$ cat config.mk
export PLATFORM = sky130hd
export DESIGN_NAME = stream_width_downsizer
export DESIGN_NICKNAME = d
export VERILOG_FILES = /design/src/rtl/stream_width_downsizer.sv
export SDC_FILE = /design/constraint.sdc
export NUM_CORES = 1
export LEC_CHECK = 0
export ABC_CLOCK_PERIOD_IN_PS = 1800
export BUFFER_PORTS_ARGS = -buffer_cell sky130_fd_sc_hd__buf_2
export CORE_MARGIN = 3
export CORE_UTILIZATION = 45
export DETAILED_ROUTE_END_ITERATION = 10
export GPL_ROUTABILITY_DRIVEN = 1
export PLACE_DENSITY = 0.69
export SETUP_SLACK_MARGIN = 0.15
export SLEW_MARGIN = 0
export SYNTH_ARGS = -nofsm -noshare
export SYNTH_HDL_FRONTEND = slang
export SYNTH_SLANG_ARGS = --single-unit
$ cat constraint.sdc
create_clock -name clk -period 1.8 [get_ports clk]
set_input_delay 0.36 -clock clk [delete_from_list [all_inputs] [get_ports clk]]
set_output_delay 0.36 -clock clk [all_outputs]
set_load 0.005 [all_outputs]
$ cat src/rtl/stream_width_downsizer.sv
// Splits each IN_WIDTH FWFT word into RATIO narrow beats, one beat per cycle; beat 0 is on the output the cycle after the pop.
// Backpressure: if_full_n low freezes buf/cnt/if_din; the next word is popped only on the edge that accepts the current word's last beat.
module stream_width_downsizer #(
    parameter int  IN_WIDTH  = 64,
    parameter int  RATIO     = 2,
    parameter bit  LSB_FIRST = 1'b1,
    localparam int OUT_WIDTH = IN_WIDTH / RATIO,
    localparam int CNT_W     = $clog2(RATIO)
) (
    input  logic                 clk,
    input  logic                 reset_n,
    input  logic                 if_empty_n,
    output logic                 if_read,
    input  logic [IN_WIDTH-1:0]  if_dout,
    input  logic                 if_full_n,
    output logic                 if_write,
    output logic [OUT_WIDTH-1:0] if_din
);
    typedef enum logic {ST_EMPTY = 1'b0, ST_BUSY = 1'b1} state_t;

    localparam logic [CNT_W-1:0] LAST_CNT = CNT_W'(RATIO - 1);

    state_t              r_state, w_state_nxt;
    logic [IN_WIDTH-1:0] r_buf, w_buf_nxt;
    logic [CNT_W-1:0]    r_cnt, w_cnt_nxt, w_sel;
    logic                w_buf_valid, w_fire, w_last;

    assign w_buf_valid = (r_state == ST_BUSY);
    assign w_fire      = w_buf_valid & if_full_n;
    assign w_last      = (r_cnt == LAST_CNT);
    assign if_read     = reset_n & if_empty_n & (~w_buf_valid | (w_fire & w_last));
    assign if_write    = w_buf_valid;

    always_ff @(posedge clk or negedge reset_n) begin
        if (!reset_n) begin
            r_state <= ST_EMPTY;
            r_buf   <= '0;
            r_cnt   <= '0;
        end else begin
            r_state <= w_state_nxt;
            r_buf   <= w_buf_nxt;
            r_cnt   <= w_cnt_nxt;
        end
    end

    // A pop always reloads; otherwise an accepted beat advances or retires the word.
    always_comb begin
        w_state_nxt = r_state;
        w_buf_nxt   = r_buf;
        w_cnt_nxt   = r_cnt;
        if (if_read) begin
            w_state_nxt = ST_BUSY;
            w_buf_nxt   = if_dout;
            w_cnt_nxt   = '0;
        end else if (w_fire) begin
            if (w_last) begin
                w_state_nxt = ST_EMPTY;
                w_cnt_nxt   = '0;
            end else begin
                w_cnt_nxt   = r_cnt + 1'b1;
            end
        end
    end

    always_comb begin
        w_sel  = LSB_FIRST ? r_cnt : (LAST_CNT - r_cnt);
        if_din = '0;
        for (int i = 0; i < RATIO; i++) begin
            if (w_sel == CNT_W'(i)) if_din = r_buf[i*OUT_WIDTH +: OUT_WIDTH];
        end
    end
endmodule

Yosys cells after proc, flatten, opt, wreduce, memory -nomap -nowiden
Cells that the tools add are included.

Flip-flop bits (word level): 66. Input port bits: 68. Output and inout port bits: 34. Logic and storage cells: 20.

$add $sub $neg: 1. Multiplexer cells: 7. Bitwise operators: 6. Reductions and logical operators: 3.

Operator list (number): 32-bit two-way mux (1); 1-bit two-way mux (6); 1-bit bitwise AND (4); 2-bit nonzero test (2); 2-bit AND reduction (1); 1-bit adder, second input constant (1); 1-bit NOT (1); 1-bit OR (1).

Logic depth before layout (Yosys ltp)
Depth in word-level cells: 6. Mapped depth: 6. Gate-level depth less buffers: 3.

Worst setup path before layout
Ideal clock, no wire load.

Path kind: register -> register. Start: register r_cnt. End: register r_buf[0]. Library setup time: 0.125 ns. Data arrival time: 1.266 ns. Data required time: 1.675 ns. Slack: 0.409 ns. Cell stages (with the launch flop): 7. Buffers on the path: 3. Clock period less this slack: 1.391 ns. Cells stage by stage: dfrtp_1 > buf_4 > nand2_4 > a21oi_4 > buf_8 > buf_12 > mux2_4.

Longest elaborated chain between the ends: 3.

Ends and longest elaborated chain: from (decl) (line 25) `logic [CNT_W-1:0] r_cnt, w_cnt_nxt, w_sel;`; from (signal assigned) (line 42) `r_cnt <= w_cnt_nxt;`; 1-bit bitwise AND (line 31) `assign if_read = reset_n & if_empty_n & (~w_buf_valid | (w_fire & w_last));`; 1-bit OR (line 31); 1-bit bitwise AND (line 31); to (signal assigned) (line 41) `r_buf <= w_buf_nxt;`; to (decl) (line 24) `logic [IN_WIDTH-1:0] r_buf, w_buf_nxt;`.

Every way passes these cells. A chain may end at the register's enable or synchronous reset.

Worst setup path in the final report
Start: register r_cnt. End: output if_din[12].

Longest elaborated chain between the ends: 1.

Ends and longest elaborated chain: 32-bit two-way mux (line 69) `if (w_sel == CNT_W'(i)) if_din = r_buf[i*OUT_WIDTH +: OUT_WIDTH];`; to (decl) (line 17) `output logic [OUT_WIDTH-1:0] if_din`.

Every way passes these cells.

==> impl_results.md <==
- Status: finished clean
- Largest net degree at the start of global routing: 67
- N_diodes: 0
- Vias in the first global route: 1962
- Site Rows: 29
- Gate count after technology mapping: 181
- Clk_lat worst skew: 0.33 ns
- Leak Pwr: 2.03 nW
- DIE WIDTH: 89.2 um
- First-pass GRT wire length: 9.62 mm
- Synthesized area: 0.00312 mm2
- Slew HR: 46.4%
- Worst hold slack: 0.251 ns
- Die height: 89.2 um
- Post-CTS Hold Buffers: 0
- Fmax: 0.564 GHz
- Area growth from synthesis to layout: 33.8%
- TritonCTS clock tree: built
- Yosys warning total: 0
- Crit path capture type: output port
- Final instance area: 0.00417 mm2
- Vias per std cell: 4.93
- Vias: 1880
- Cell depth of the worst flop-to-flop path: 7
- DRT Wirelength: 6.41 mm
- Period utilization: 98.5%
- Num CTS Buffers: 9
- GP Congestion: 0.766
- Max Cap Violations: 0
- Total power: 7.27 mW
- Fraction of final layout cells sized beyond drive strength 1: 76.6%
- CP required: 1.44 ns
- Clock root cell: clkbuf_8
- Detail Route Antenna Nets: 0
- Syn nets: 249
- Port Buffer Count: 101
- RSZ-0062 raised after global routing: true
- Skew final: 0.00669 ns
- Yosys reg bits: 66
- Post-synth cell types: 12
- Most common cell after layout, fill and taps aside: buf_2
- Mapped Avg Cell Area: 17.2 um2
- Clock Sinks: 66
- Remaining DRCs: 0
- Utilization after layout: 63.8%
- Tot GR Track Use: 16.2%
- Most frequent cells in the layout: 91 x buf_2, 65 x dfrtp_1, 61 x mux2_4
- Starting DRT DRC Count: 69
- Top Ports: 102
- Final setup viols: 0
- Fin crit period: 1.77 ns
- H-tree depth: 3
- Critical path peak fanout: 9
- Data arrival, critical path: 1.41 ns
- Reg clk slew, reported paths: 0.08 ns
- Initial antenna violation count: 2
- Routed WL per cell: 16.8 um
- Startpoint class of the critical path: register
- Final #Nets: 367
- CTS Buffer Depth: 2
- Peak supply drop: 0.000942 V
- Kind of critical path: reg -> out
- Max Transition Viols Final: 0
- Starting Density: 47.7%
- Grt ovf: 0
- Dpl hpwl: 4.10 mm
- Core area: 0.00653 mm2
- Actual slew at the worst max-slew pin: 0.804 ns
- Hold WC Path Type: in -> reg
- Die footprint: 0.00796 mm2
- DP Area: 0.00366 mm2
- Hold path depth: 2
- PD cells: 1740 mW/mm2
- Hold Vio Cnt, Final: 0
- Filler cells: 523
- 1st-pass router iterations: 4
- Post-synthesis sequential area ratio: 53.0%
## per-layer routing
metal	wire, um	share of wire [%]	vias to the layer above	track usage (%)
met5	16	0.25	-	0
met4	64	1.0	4	4.06
met3	482	7.5	9	7.74
met2	2940	46	63	23.4
met1	2900	45	923	22.0
li1	-	-	881	-
## area by class of cell
| type | count | area, um2 | area share (%) |
|---|---|---|---|
| Sequential cell | 66 | 1650 | 39.6 |
| Multi-Input combinational cell | 104 | 1370 | 32.7 |
| Timing Repair Buffer | 118 | 861 | 20.6 |
| Clock buffer | 9 | 124 | 2.97 |
| Tap cell | 77 | 96.3 | 2.31 |
| Clock inverter | 7 | 70.1 | 1.68 |
## what timing repair did
action                     CTS  global route
gates resized for setup     22            17
gates cloned                 1             4
setup buffers                3             1
setup endpoints to repair   33            78
## kinds of logic (layout without fill, tap and decap cells)
logic type,after synthesis,after routing,share of synthesized area (%)
multiplexers,96,96,40.6
flip-flops,66,66,53.0
buffers and inverters,11,134,4.66
AND/OR/NAND/NOR,5,5,0.843
AO/OA/AOI/OAI,3,3,0.923
## through the flow
stage,instances,worst slack [ns],setup TNS [ns]
finish,381,0.0268,0
global route,381,-0.0563,-0.894
CTS,376,-0.00275,-0.00602
detailed placement,356,0.218,0
global placement,356,0.244,0
floorplan,181,0.409,0
## registers in the layout, summed over array words and instances (netlist names)
register,flops
if_write,1
r_buf,64
r_cnt,1
## where the power goes
part,leakage (nW),internal [mW],switching [mW]
clock network,0.0990,0.636,0.570
registers,0.776,2.24,0.422
logic,1.16,2.37,1.03
## worst max-delay path, stage by stage (launching register included)
cell     delay, ns
dfrtp_2       0.44
buf_6         0.17
mux2_2        0.35
buf_2         0.13
## synthesized netlist by cell type
cell type	instances	area [um2]
mux2_2	47	529
buf_12	5	100
nand2_1	4	15.0
buf_8	1	15.0
a21oi_4	1	16.3
buf_2	3	15.0
mux2_4	49	736
o211ai_1	1	7.51
dfrtp_1	66	1650
buf_4	2	15.0
o21ai_0	1	5.00
nand2_4	1	11.3
## path summary, 6_finish.rpt
path,startpoint,endpoint,slack (ns)
worst max-delay path,r_cnt,if_din[12],0.03
worst min-delay path,if_dout[9],r_buf[9],0.25
worst max register to register,r_cnt,r_buf[49],0.09
worst min register to register,r_buf[45],r_buf[45],0.50
max in group asynchronous,reset_n,r_cnt,0.98
min in group asynchronous,reset_n,r_buf[59],0.26
(Power assumes the default switching activity.)
